### config.mk
export PLATFORM = sky130hd
export DESIGN_NAME = fetch_stage
export DESIGN_NICKNAME = d
export VERILOG_FILES = /design/src/rtl/fetch_stage.sv
export SDC_FILE = /design/constraint.sdc
export NUM_CORES = 1
export LEC_CHECK = 0
export CORE_ASPECT_RATIO = 0.6
export CORE_MARGIN = 1.5
export CORE_UTILIZATION = 50
export CTS_CLUSTER_DIAMETER = 200
export CTS_CLUSTER_SIZE = 8
export DETAILED_ROUTE_END_ITERATION = 8
export HOLD_SLACK_MARGIN = 0.02
export PLACE_DENSITY = 0.81
export SYNTH_ARGS = -nofsm -noshare
export SYNTH_HDL_FRONTEND = slang
export SYNTH_SLANG_ARGS = --single-unit
### constraint.sdc
create_clock -name clk1 -period 11.3 [get_ports clk1]
set_input_delay 2.26 -clock clk1 [delete_from_list [all_inputs] [get_ports clk1]]
set_output_delay 2.26 -clock clk1 [all_outputs]
set_load 0.05 [all_outputs]
### src/rtl/fetch_stage.sv
// Instruction-fetch stage: owns the PC, assembles one- or two-word instructions
// (opcode plus optional immediate) and presents a registered packet to IF/ID.
//
// state | meaning
// ------+------------------------------------------------
// S_OP  | waiting for an opcode word at PC
// S_IMM | opcode held in held_op; waiting for its immediate word
module fetch_stage #(
    parameter int                ADDR_W   = 32,
    parameter int                INSTR_W  = 16,
    parameter int                IMM_BIT  = 15,
    parameter logic [ADDR_W-1:0] RESET_PC = '0
) (
    input  logic               clk1,
    input  logic               fetchReset,
    input  logic               stall,
    input  logic               branch_taken,
    input  logic [ADDR_W-1:0]  branch_target,
    output logic [ADDR_W-1:0]  imem_addr,
    input  logic [INSTR_W-1:0] imem_data,
    output logic               if_valid,
    output logic [INSTR_W-1:0] if_instr,
    output logic [INSTR_W-1:0] if_imm,
    output logic [ADDR_W-1:0]  if_pc,
    output logic [ADDR_W-1:0]  if_pc_next
);

    typedef enum logic {
        S_OP  = 1'b0,
        S_IMM = 1'b1
    } state_t;

    state_t              state;
    logic [ADDR_W-1:0]   pc;
    logic [ADDR_W-1:0]   pc_inc;
    logic [ADDR_W-1:0]   op_pc;
    logic [INSTR_W-1:0]  held_op;

    // Wraps modulo 2^ADDR_W, so the all-ones address rolls over to 0.
    assign pc_inc    = pc + ADDR_W'(1);
    assign imem_addr = pc;

    always_ff @(posedge clk1 or posedge fetchReset) begin
        if (fetchReset) begin
            pc         <= RESET_PC;
            state      <= S_OP;
            held_op    <= '0;
            op_pc      <= '0;
            if_valid   <= 1'b0;
            if_instr   <= '0;
            if_imm     <= '0;
            if_pc      <= '0;
            if_pc_next <= '0;
        end else if (branch_taken) begin
            // Redirect squashes any half-assembled instruction, even under stall.
            pc       <= branch_target;
            state    <= S_OP;
            held_op  <= '0;
            if_valid <= 1'b0;
        end else if (!stall) begin
            pc <= pc_inc;
            case (state)
                S_OP: begin
                    if (imem_data[IMM_BIT]) begin
                        held_op  <= imem_data;
                        op_pc    <= pc;
                        if_valid <= 1'b0;
                        state    <= S_IMM;
                    end else begin
                        if_valid   <= 1'b1;
                        if_instr   <= imem_data;
                        if_imm     <= '0;
                        if_pc      <= pc;
                        if_pc_next <= pc_inc;
                        state      <= S_OP;
                    end
                end
                S_IMM: begin
                    if_valid   <= 1'b1;
                    if_instr   <= held_op;
                    if_imm     <= imem_data;
                    if_pc      <= op_pc;
                    if_pc_next <= pc_inc;
                    state      <= S_OP;
                end
                default: begin
                    state    <= S_OP;
                    if_valid <= 1'b0;
                end
            endcase
        end
    end

endmodule

### After elaboration in Yosys (flattened, before gate mapping)

Index checks and enable logic that the tools add are counted.

* register bits: 178
* bits of input ports: 52
* output and inout port bits: 129
* word-level logic and storage cells: 42

* add/sub/neg operators: 1
* equal/unequal tests: 3
* multiplexer cells: 22
* bitwise gates (word level): 3
* reductions and logical operators: 4

Operator list (count)
* $mux W32: 4
* $pmux W32 S2: 2
* $mux W16: 6
* $pmux W16 S2: 2
* $add A32 B1 Y32 const B: 1
* $mux W1: 6
* $reduce_and A3 Y1: 2
* $ne A2 B2 Y1 const B: 2
* $pmux W1 S2: 2
* $reduce_and A4 Y1: 1
* $not A1 Y1: 3
* $ne A2 B1 Y1 const B: 1
* $reduce_bool A2 Y1: 1

### Longest topological paths before layout

Gate-level depths: netlist of the first run.

* word-level depth: 4
* mapped depth: 8
* mapped depth without buffers: 6

### Worst setup path before layout of the first run

No wires, ideal clock.

* path type: input to register
* start point: in branch_taken
* end point: reg if_pc_next[19]
* setup time: 74 ps
* arrival: 3514 ps
* required time: 11226 ps
* slack: 7712 ps
* stages: 8
* buffers on the path: 4
* path through: clkbuf_1 nor2_1 nand2_1 buf_2 clkbuf_1 clkbuf_1 nand2_1 o21ai_2

* cells in the longest elaborated chain, start to end: 2

RTL lines
* from (decl): RTL line 17 `input logic branch_taken,`
* $not A1 Y1 (no line)
* $reduce_and A3 Y1 (no line)
* to (signal assigned): RTL line 74 `if_pc_next <= pc_inc;`
* to (signal assigned): RTL line 83 `if_pc_next <= pc_inc;`
* to (decl): RTL line 25 `output logic [ADDR_W-1:0] if_pc_next`

No other way between the ends.
A chain may end at the register's enable or synchronous reset.

### Worst setup path after layout of the first run

* start point: in stall
* end point: reg if_pc_next[1]

* cells in the longest elaborated chain, start to end: 2

RTL lines
* from (decl): RTL line 16 `input logic stall,`
* $not A1 Y1 (no line)
* $reduce_and A3 Y1 (no line)

No other way between the ends.

==> qor.csv, run 1 <==
metric;value;unit
synth_ff_type;sky130_fd_sc_hd__dfrtp_1;
drt_iter0_markers;542;
crit_path_start_kind;input port;
final.setup_skew;0.0168;ns
gp_congestion;0.786;
drtAntennaViolNets;0;
r2r.worst_path.cells;4;
cts.reportedPaths.clkPinSlew;0.07;ns
vias;6008;
synth_area;8030;um2
grt-ovfl-total;0;
antenna_cells_inserted;0;
synthesis.area_per_instance;10.8;um2
design.die.area;16900;um2
main_combinational_cell_family_by_area_after_synthesis;simple AND/OR/NAND/NOR gates;
rsz0062_at_grt;no;
cts_buffers;17;
p_sw;0.752;mW
slew_limit_fails;0;
number_of_setup_buffers_added_after_cts;0;
globalRouteTotalUtil;0.243;
critical_path.cell_chain;clkdlybuf4s50_1 -> nor2_1 -> nand2_4 -> buf_4 -> mux2_2;
cts_buffer_depth;2;
grt_max_degree;125;
dr.pass1.iters;9;
min-delay-path-class;flop to flop;
synth-edff-count;0;
ctsRootBufferMaster;sky130_fd_sc_hd__clkbuf_16;
synth.lib_cells_used.distinct;35;
highest_attainable_clock_frequency;212;MHz
muxShareOfSynthArea;0.106;
worst_ep_required_time;11.60;ns
worst_max_slew_pin_slew;1.18;ns
internal_power;1.26;mW
power.leakage;4.36;nW
total_drc_errors_in_the_routed_layout;0;
maximum_level_of_the_cts_h_tree;4;
nFillCells;1166;
detail_route.vias_per_cell;5.46;
ir_worst_vdd;0.100;mV
synth_xor_area_frac;0.0665;
first_global_vias;5861;
setup_viol_count_final;0;
hold-path-cell-count;2;
grt_antenna_before_repair;0;
flow.area_growth_from_synthesis;30.2;%
layout_worst_path_cycle_share;0.417;
totalWireLength;19.8;mm
power.share.switching;0.373;
synth-seq-cells;178;
synth_seq_area_share;0.555;
place.port_buffers;180;
mappedNetlistNets;798;
yosysWarningCount;0;
placed_cell_area;9860;um2
timing.critical_path.slowest_stage_cell;sky130_fd_sc_hd__buf_4;
clock_power_share;0.295;
synthArstFlopShare;1.00;
synth_compound_gate_area_share;0.105;
status;completed;
fin_crit;4.71;ns
power.sequential.fraction;0.412;
worst-setup-path-type;input port to flop;
clk_latency_worst_skew_pair;0.43;ns
top_level_ports;181;
final_layout_setup_total_negative_slack;0;ns
grt_first_pass_wirelength;31.8;mm
synth_simple_gate_area_share;0.130;
initial_util;0.518;
multi_input_area;3300;um2
post_route_cells_drive_above_1_share;0.0958;
power-per-cell-area;193;nW/um2
cts_resized;0;
r2r-start;state;
wl_per_cell;18.0;um
floorplan.core_area;15500;um2
chipHeight;101;um
share_comb_of_total_power;0.293;
cp_slowest_stage_delay;0.90;ns
worstHoldEndpoint;if_pc[13];
rows;35;
final_cell_area;10500;um2
worstPathMaxFanout;124;
cts_sinks;178;
timing.critical_path.to_type;flop;
cts_hold_buf;0;
post_layout_nets;938;
synth_fa_ha_area_frac;0.00156;
place.detailed.hpwl;12.9;mm
max_cap_violations;0;
seqCellArea;4460;um2
slew_headroom;0.209;
hold_viol;0;
synth_cells;745;
fp.dieW;167;um
regToRegEndpoint;if_pc_next[1];
regToRegSetupSlack;8.76;ns
crit_arrival;5.01;ns
cts_tree;yes;
hp-start;if_pc[13];
==> synthesized netlist by cell type (all sizes together) (2+ instances only) <==
library cell	n	share of area
dfrtp	178	0.55
mux2	33	0.046
and3	3	0.0023
nor2	17	0.0079
nand2	133	0.062
nand4b	2	0.0030
xor2	40	0.044
clkbuf	35	0.016
and2	4	0.0031
xnor2	21	0.023
nor4	6	0.013
mux2i	48	0.060
nand3	18	0.011
a22o	31	0.034
nor3	7	0.0044
nand4	19	0.019
o21ai	111	0.070
buf	30	0.019
==> cell usage in the layout (no fill, tap or decap), drive strengths merged <==
cell	n
nand4	19
clkbuf	17
clkdlybuf4s50	179
nand3	18
or2	1
buf	7
xor2	40
nor3	7
inv	8
mux2	33
a22o	31
nand2b	1
a21oi	1
nor2	17
or3	1
and2	4
clkinv	6
ha	1
nand2	133
bufinv	1
o21ai	111
dfrtp	178
and4b	1
clkinvlp	1
nor4	6
mux2i	48
nand4b	2
o32a	1
nor2b	1
xnor2	21
and3	3
==> worst max path at each step <==
stage                     startpoint            end  cells after the start
after floorplan           fetchReset     held_op[0]                      1
after global placement         stall  if_pc_next[1]                      5
after detailed placement       stall  if_pc_next[1]                      5
after CTS                      stall  if_pc_next[1]                      5
after global routing           stall  if_pc_next[1]                      5
final                          stall  if_pc_next[1]                      5
==> per-stage QoR <==
stage / utilization / std cells / hold slack (ns) / setup slack, ns / power [mW]
floorplan: - / 745 / 0.466 / 4.21 / 1.21
global placement: 0.636 / 1069 / 0.465 / 6.20 / 1.42
detailed placement: 0.636 / 1069 / 0.470 / 6.16 / 1.43
CTS: 0.674 / 1101 / 0.486 / 6.60 / 2.02
global route: 0.674 / 1101 / 0.504 / 6.37 / 2.10
finish: 0.674 / 1101 / 0.481 / 6.59 / 2.02
==> sequential cells by signal (all words and copies together), names as in the netlist <==
register    count
held_op        16
if_imm         16
if_instr       16
if_pc          32
if_pc_next     32
if_valid        1
imem_addr      32
op_pc          32
state           1
==> critical path: cells and delay by family <==
kind	cells	cell delay, ns
muxes	1	0.42
buffers and inverters	2	1.67
and+or+nand+nor	2	0.59
==> power groups by stage <==
stage | clock network [mW] | logic (mW) | registers, mW
floorplan | 0 | 0.159 | 1.06
global placement | 0 | 0.583 | 0.836
detailed placement | 0 | 0.593 | 0.838
CTS | 0.601 | 0.595 | 0.829
global route | 0.631 | 0.622 | 0.844
finish | 0.594 | 0.590 | 0.831
==> per-layer routing <==
metal,vias to the layer above,GRT usage,part of all wire
met4,0,0.0678,0.0070
li1,2833,-,-
met1,2949,0.372,0.49
met2,211,0.352,0.44
met3,15,0.0492,0.069
met5,-,0,0
==> logic make-up after synthesis <==
kind of cell / count (synthesis)
and+or+nand+nor: 214
AOI/OAI and AO/OA: 144
muxes: 81
xor gates and xnor gates: 61
buffers and inverters: 66
adders and majority gates: 1
DFF: 178
==> cell type report <==
| class | instances | share of cell area |
|---|---|---|
| clock buffers | 17 | 0.0407 |
| multi-input cells | 501 | 0.316 |
| flip-flops and latches | 178 | 0.426 |
| well taps | 203 | 0.0243 |
| inverters | 1 | 0.000838 |
| repair buffers | 186 | 0.176 |
| clock inverters | 15 | 0.0160 |
Power figures use the tool's default switching activity.
==> inputs of run 2 (changes only) <==
--- a/config.mk
+++ b/config.mk
@@ -7,12 +7,12 @@
 export LEC_CHECK = 0
 export CORE_ASPECT_RATIO = 0.6
 export CORE_MARGIN = 1.5
-export CORE_UTILIZATION = 50
+export CORE_UTILIZATION = 46
 export CTS_CLUSTER_DIAMETER = 200
 export CTS_CLUSTER_SIZE = 8
 export DETAILED_ROUTE_END_ITERATION = 8
 export HOLD_SLACK_MARGIN = 0.02
-export PLACE_DENSITY = 0.81
+export PLACE_DENSITY = 0.79
 export SYNTH_ARGS = -nofsm -noshare
 export SYNTH_HDL_FRONTEND = slang
 export SYNTH_SLANG_ARGS = --single-unit
==> constraint.sdc (replaced) <==
create_clock -name clk1 -period 4.1 [get_ports clk1]
set_input_delay 0.82 -clock clk1 [delete_from_list [all_inputs] [get_ports clk1]]
set_output_delay 0.82 -clock clk1 [all_outputs]
set_load 0.05 [all_outputs]
==> run 2 against run 1 <==
Compared with the run above:
- die area rose by 8.5%
- combinational power grew to 2.8 times the previous value
- routed wire length increased by 3.4%
- sequential power increased to 2.7 times the previous value
- cell area increased by 1.3%
- via count up 1.0%
- register-to-register slack worse by 7.1 ns
- utilization is 5.6 points lower
- cell count increased by 3.0%
- global-route usage decreased by 1.2 points
- setup slack worse by 5.4 ns
- flip-flop and latch count did not move
- largest cell class unchanged
- highest routed layer unchanged
==> qor.csv, run 2 (same netlist as run 1, synthesis figures left out) <==
metric;value;unit;change
status;completed;;
finalNonFillerCells;1134;;+3.0%
cts_buffer_depth;2;;unchanged
r2r.worst_path.cells;6;;+2
hp-start;if_pc_next[10];;
final_layout_setup_total_negative_slack;0;ns;unchanged
crit_path_start_kind;input port;;
dr.pass1.iters;4;;-5
nFillCells;1374;;+18%
cts_sinks;178;;unchanged
place.detailed.hpwl;13.0;mm;+0.78%
crit_arrival;3.20;ns;-1.81 ns
top_level_ports;181;;unchanged
gp_congestion;0.778;;-1.0%
min-delay-path-class;flop to flop;;
rsz0062_at_grt;no;;
ir_worst_vdd;0.298;mV;+200%
grt_antenna_before_repair;0;;unchanged
maximum_level_of_the_cts_h_tree;4;;unchanged
post_layout_nets;940;;+0.21%
power.leakage;4.40;nW;+0.93%
post-place-cells;1102;;+3.1%
fin_crit;2.93;ns;
vias;6071;;+1.0%
rows;37;;+5.7%
ctsRootBufferMaster;sky130_fd_sc_hd__clkbuf_16;;
clock_power_share;0.314;;+0.019
globalRouteTotalUtil;0.231;;-0.0122
r2r-start;imem_addr[0];;
drtAntennaViolNets;0;;unchanged
power.sequential.fraction;0.399;;-0.013
slew_limit_fails;0;;unchanged
grt-ovfl-total;0;;unchanged
cts_buffers;17;;unchanged
max_cap_violations;0;;unchanged
final.setup_skew;0.0145;ns;-0.00225 ns
chipHeight;105;um;+4.1%
design.die.area;18300;um2;+8.5%
worstPathMaxFanout;14;;-89%
drt_iter0_markers;457;;-16%
floorplan.core_area;17100;um2;+10%
setup_viol_count_final;0;;unchanged
final_common_cell;sky130_fd_sc_hd__clkdlybuf4s50_1;;
p_sw;2.03;mW;+170%
slew_headroom;0.213;;+0.00473
fp.dieW;174;um;+4.2%
wl_per_cell;18.1;um;+0.39%
share_comb_of_total_power;0.287;;-0.006
antenna_cells_inserted;0;;unchanged
cts_resized;0;;unchanged
highest_attainable_clock_frequency;341;MHz;
worst-setup-path-type;input port to flop;;
flow.area_growth_from_synthesis;31.8;%;
initial_util;0.469;;-0.0492
cts_hold_buf;0;;unchanged
cts_tree;yes;;
total_drc_errors_in_the_routed_layout;0;;unchanged
final_cell_mix;sky130_fd_sc_hd__clkdlybuf4s50_1, sky130_fd_sc_hd__dfrtp_1, sky130_fd_sc_hd__nand2_1;;
place.port_buffers;180;;unchanged
internal_power;3.69;mW;+190%
cp-startpoint;stall;;
grt_first_pass_wirelength;33.2;mm;+4.6%
grt_max_degree;179;;+43%
totalWireLength;20.5;mm;+3.4%
cts.reportedPaths.clkPinSlew;0.06;ns;about the same
layout_worst_path_cycle_share;0.715;;
hold_viol;0;;unchanged
hold-path-cell-count;2;;unchanged
number_of_setup_buffers_added_after_cts;0;;unchanged
clk_latency_worst_skew_pair;0.42;ns;about the same
post_route_cells_drive_above_1_share;0.0978;;+0.00201
worst_ep_required_time;4.37;ns;-7.23 ns
worst_max_slew_pin_slew;1.18;ns;-0.00706 ns
detail_route.vias_per_cell;5.35;;-1.9%
first_global_vias;6141;;+4.8%
power.share.switching;0.356;;-0.0176
power-per-cell-area;540;nW/um2;+180%
timing.critical_path.to_type;flop;;
run 2: layout make-up:
| cell class | instances | area (um2) | share of cell area |
|---|---|---|---|
| Clock buffer | 19 | 453 | 0.0428 |
| Clock inverter | 13 | 194 | 0.0183 |
| Inverter | 1 | 7.51 | 0.000709 |
| Multi-Input combinational cell | 501 | 3300 | 0.312 |
| Sequential cell | 178 | 4460 | 0.421 |
| Tap cell | 234 | 293 | 0.0277 |
| Timing Repair Buffer | 188 | 1880 | 0.178 |
run 2: power by group through the flow:
stage / sequential [mW] / clock (mW) / combinational (mW)
floorplan: 2.91 / 0 / 0.438
global placement: 2.30 / 0 / 1.62
detailed placement: 2.31 / 0 / 1.64
CTS: 2.28 / 1.82 / 1.65
global route: 2.32 / 1.90 / 1.73
finish: 2.28 / 1.80 / 1.64
run 2: stage by stage:
stage                util  cell area, um2  total power [mW]  setup WS [ns]  hold WS (ns)
floorplan               -            8030              3.35          0.999         0.466
global placement    0.580            9940              3.92          0.917         0.461
detailed placement  0.580            9940              3.95          0.846         0.470
CTS                 0.618           10600              5.76           1.20         0.485
global route        0.618           10600              5.95           1.05         0.506
finish              0.618           10600              5.72           1.17         0.479
run 2: routing by layer:
metal,up-vias,track usage,share of wire
met2,184,0.337,0.44
met3,16,0.0541,0.057
met5,-,0,0
met1,3024,0.345,0.50
li1,2847,-,-
met4,0,0.0590,0.0081
run 2: worst max-delay path: stages:
cell	delay [ns]
sky130_fd_sc_hd__clkdlybuf4s50_1	0.71
sky130_fd_sc_hd__nand4b_1	0.36
sky130_fd_sc_hd__nor4_4	0.74
sky130_fd_sc_hd__nand4_1	0.26
sky130_fd_sc_hd__xor2_1	0.22
sky130_fd_sc_hd__o21ai_1	0.08
run 2: worst paths after layout:
kind	endpoint	slack (ns)
setup / recovery	imem_addr[25]	1.17
hold / removal	if_pc_next[10]	0.48
setup reg to reg	if_pc_next[24]	1.61
hold reg to reg	if_pc_next[10]	0.48
max in group asynchronous	state	2.33
min in group asynchronous	if_pc[22]	0.96
==> inputs of run 3 (changes only) <==
--- a/config.mk
+++ b/config.mk
@@ -7,12 +7,12 @@
 export LEC_CHECK = 0
 export CORE_ASPECT_RATIO = 0.6
 export CORE_MARGIN = 1.5
-export CORE_UTILIZATION = 46
+export CORE_UTILIZATION = 50
 export CTS_CLUSTER_DIAMETER = 200
 export CTS_CLUSTER_SIZE = 8
 export DETAILED_ROUTE_END_ITERATION = 8
 export HOLD_SLACK_MARGIN = 0.02
-export PLACE_DENSITY = 0.79
+export PLACE_DENSITY = 0.81
 export SYNTH_ARGS = -nofsm -noshare
 export SYNTH_HDL_FRONTEND = slang
 export SYNTH_SLANG_ARGS = --single-unit
==> constraint.sdc (replaced) <==
create_clock -name clk1 -period 2.7 [get_ports clk1]
set_input_delay 0.54 -clock clk1 [delete_from_list [all_inputs] [get_ports clk1]]
set_output_delay 0.54 -clock clk1 [all_outputs]
set_load 0.05 [all_outputs]
==> run 3 against run 2 <==
Compared with the run above:
- the run now ends with design-rule violations left
- combinational power rose by 55%
- clock skew down 0.0036 ns
- via count rose by 1.5%
- sequential power is 51% higher
- utilization up 7.5 points
- cell area rose by 1.5%
- clock power rose by 52%
- sequential share of layout area is 0.64 points lower
- routed wire length shrank 2.3%
- setup slack worse by 0.94 ns
- critical path type is now flop to output pin
==> qor.csv, run 3 (same netlist as run 1, synthesis figures left out) <==
metric;value;unit;change
status;complete, but fails checks;;
failed_checks;design-rule violations;;
fp.dieW;167;um;-4.0%
ctsRootBufferMaster;sky130_fd_sc_hd__clkbuf_16;;
finalHoldWorstSlack;0.394;ns;-0.0852 ns
power.leakage;4.52;nW;+2.8%
rows;35;;-5.4%
nFillCells;1172;;-15%
totalWireLength;20.0;mm;-2.3%
post-place-cells;1091;;-1.0%
post_layout_nets;960;;+2.1%
worstPathMaxFanout;8;;-6
fin_crit;2.48;ns;
worst_max_slew_pin_slew;1.14;ns;-0.0369 ns
wl_per_cell;17.9;um;-1.2%
final_cell_mix;sky130_fd_sc_hd__clkdlybuf4s50_1, sky130_fd_sc_hd__dfrtp_1, sky130_fd_sc_hd__nand2_1;;
cp_slowest_stage_delay;0.92;ns;+0.18 ns
cts_tree;yes;;
antenna_cells_inserted;0;;unchanged
max_cap_violations;0;;unchanged
layout_worst_path_cycle_share;0.917;;
design.die.area;16900;um2;-7.8%
floorplan.core_area;15500;um2;-9.5%
initial_util;0.518;;+0.0492
gp_congestion;0.805;;+3.5%
multi_input_area;3300;um2;unchanged
timing.critical_path.max_delay_family;buffers and inverters;;
cts_resized;0;;unchanged
chipHeight;101;um;-4.0%
cts_buffer_depth;2;;unchanged
globalRouteTotalUtil;0.248;;+0.0174
grt-ovfl-total;0;;unchanged
crit_arrival;1.94;ns;-1.26 ns
worst-setup-path-type;flop to output pin;;
cts_buffers;17;;unchanged
setup_viol_count_final;0;;unchanged
post_route_cells_drive_above_1_share;0.116;;+0.0187
clk_latency_worst_skew_pair;0.42;ns;about the same
hold_viol;0;;unchanged
ir_worst_vdd;0.514;mV;+72%
cts.reportedPaths.clkPinSlew;0.07;ns;about the same
final.setup_skew;0.0109;ns;-0.00359 ns
flow.area_growth_from_synthesis;33.9;%;
power-per-cell-area;811;nW/um2;+50%
slew_limit_fails;0;;unchanged
slew_headroom;0.238;;+0.0247
seqCellArea;4460;um2;unchanged
total_drc_errors_in_the_routed_layout;11;;+11
drt_iter0_markers;460;;+0.66%
grt_antenna_before_repair;0;;unchanged
vias;6160;;+1.5%
post-layout-total-power;8.72;mW;+52%
first_global_vias;6018;;-2.0%
final_layout_setup_total_negative_slack;0;ns;unchanged
place.detailed.hpwl;13.6;mm;+4.4%
number_of_setup_buffers_added_after_cts;0;;unchanged
timing.critical_path.buf_inv;1;;unchanged
highest_attainable_clock_frequency;404;MHz;
top_level_ports;181;;unchanged
detail_route.vias_per_cell;5.49;;+2.6%
worst_ep_required_time;2.16;ns;-2.21 ns
maximum_level_of_the_cts_h_tree;4;;unchanged
critical_path.cell_chain;clkdlybuf4s50_1;;
cts_sinks;178;;unchanged
cts_hold_buf;0;;unchanged
dr.pass1.iters;7;;+3
place.port_buffers;180;;unchanged
final_common_cell;sky130_fd_sc_hd__clkdlybuf4s50_1;;
finalNonFillerCells;1122;;-1.1%
crit_path_start_kind;flop;;
drtAntennaViolNets;0;;unchanged
timing.critical_path.slowest_stage_cell;sky130_fd_sc_hd__clkdlybuf4s50_1;;
min-delay-path-class;input port to flop;;
grt_max_degree;69;;-61%
timing.critical_path.to_type;output pin;;
grt_first_pass_wirelength;32.6;mm;-2.0%
rsz0062_at_grt;no;;
[run 3: per-layer routing]
metal  vias up  GRT usage  part of all wire
li1       2885          -                 -
met1      3066      0.379              0.50
met2       199      0.360              0.43
met3        10     0.0582             0.069
met4         0     0.0580            0.0064
met5         -          0                 0
[run 3: final timing paths]
kind                               start        endpoint  slack [ns]  depth (start not counted)
max                         imem_addr[7]    imem_addr[7]        0.22                          1
min                         branch_taken           state        0.39                          2
max reg2reg                 imem_addr[3]  if_pc_next[24]        0.49                          6
min reg2reg                if_pc_next[8]   if_pc_next[8]        0.48                          2
max in group asynchronous     fetchReset        if_pc[4]        1.54                          3
min in group asynchronous     fetchReset       if_pc[21]        0.46                          2
[run 3: final cells by class]
type,instances,share of cell area
Timing Repair Buffer,208,0.194
Clock inverter,14,0.0207
Inverter,1,0.000698
Clock buffer,17,0.0396
Tap cell,203,0.0236
Sequential cell,178,0.415
Multi-Input combinational cell,501,0.307
[run 3: power breakdown]
group          internal (mW)  switching [mW]  leakage [nW]
registers               3.09           0.342          2.26
clock network           1.66            1.08         0.317
logic                  0.911            1.64          1.95
[run 3: stage by stage]
| stage | setup slack, ns | cell area (um2) | utilization |
|---|---|---|---|
| global route | 0.170 | 10700 | 0.693 |
| floorplan | -0.121 | 8030 | - |
| detailed placement | 0.154 | 10100 | 0.651 |
| finish | 0.224 | 10700 | 0.693 |
| CTS | 0.204 | 10700 | 0.693 |
| global placement | 0.235 | 10100 | 0.651 |
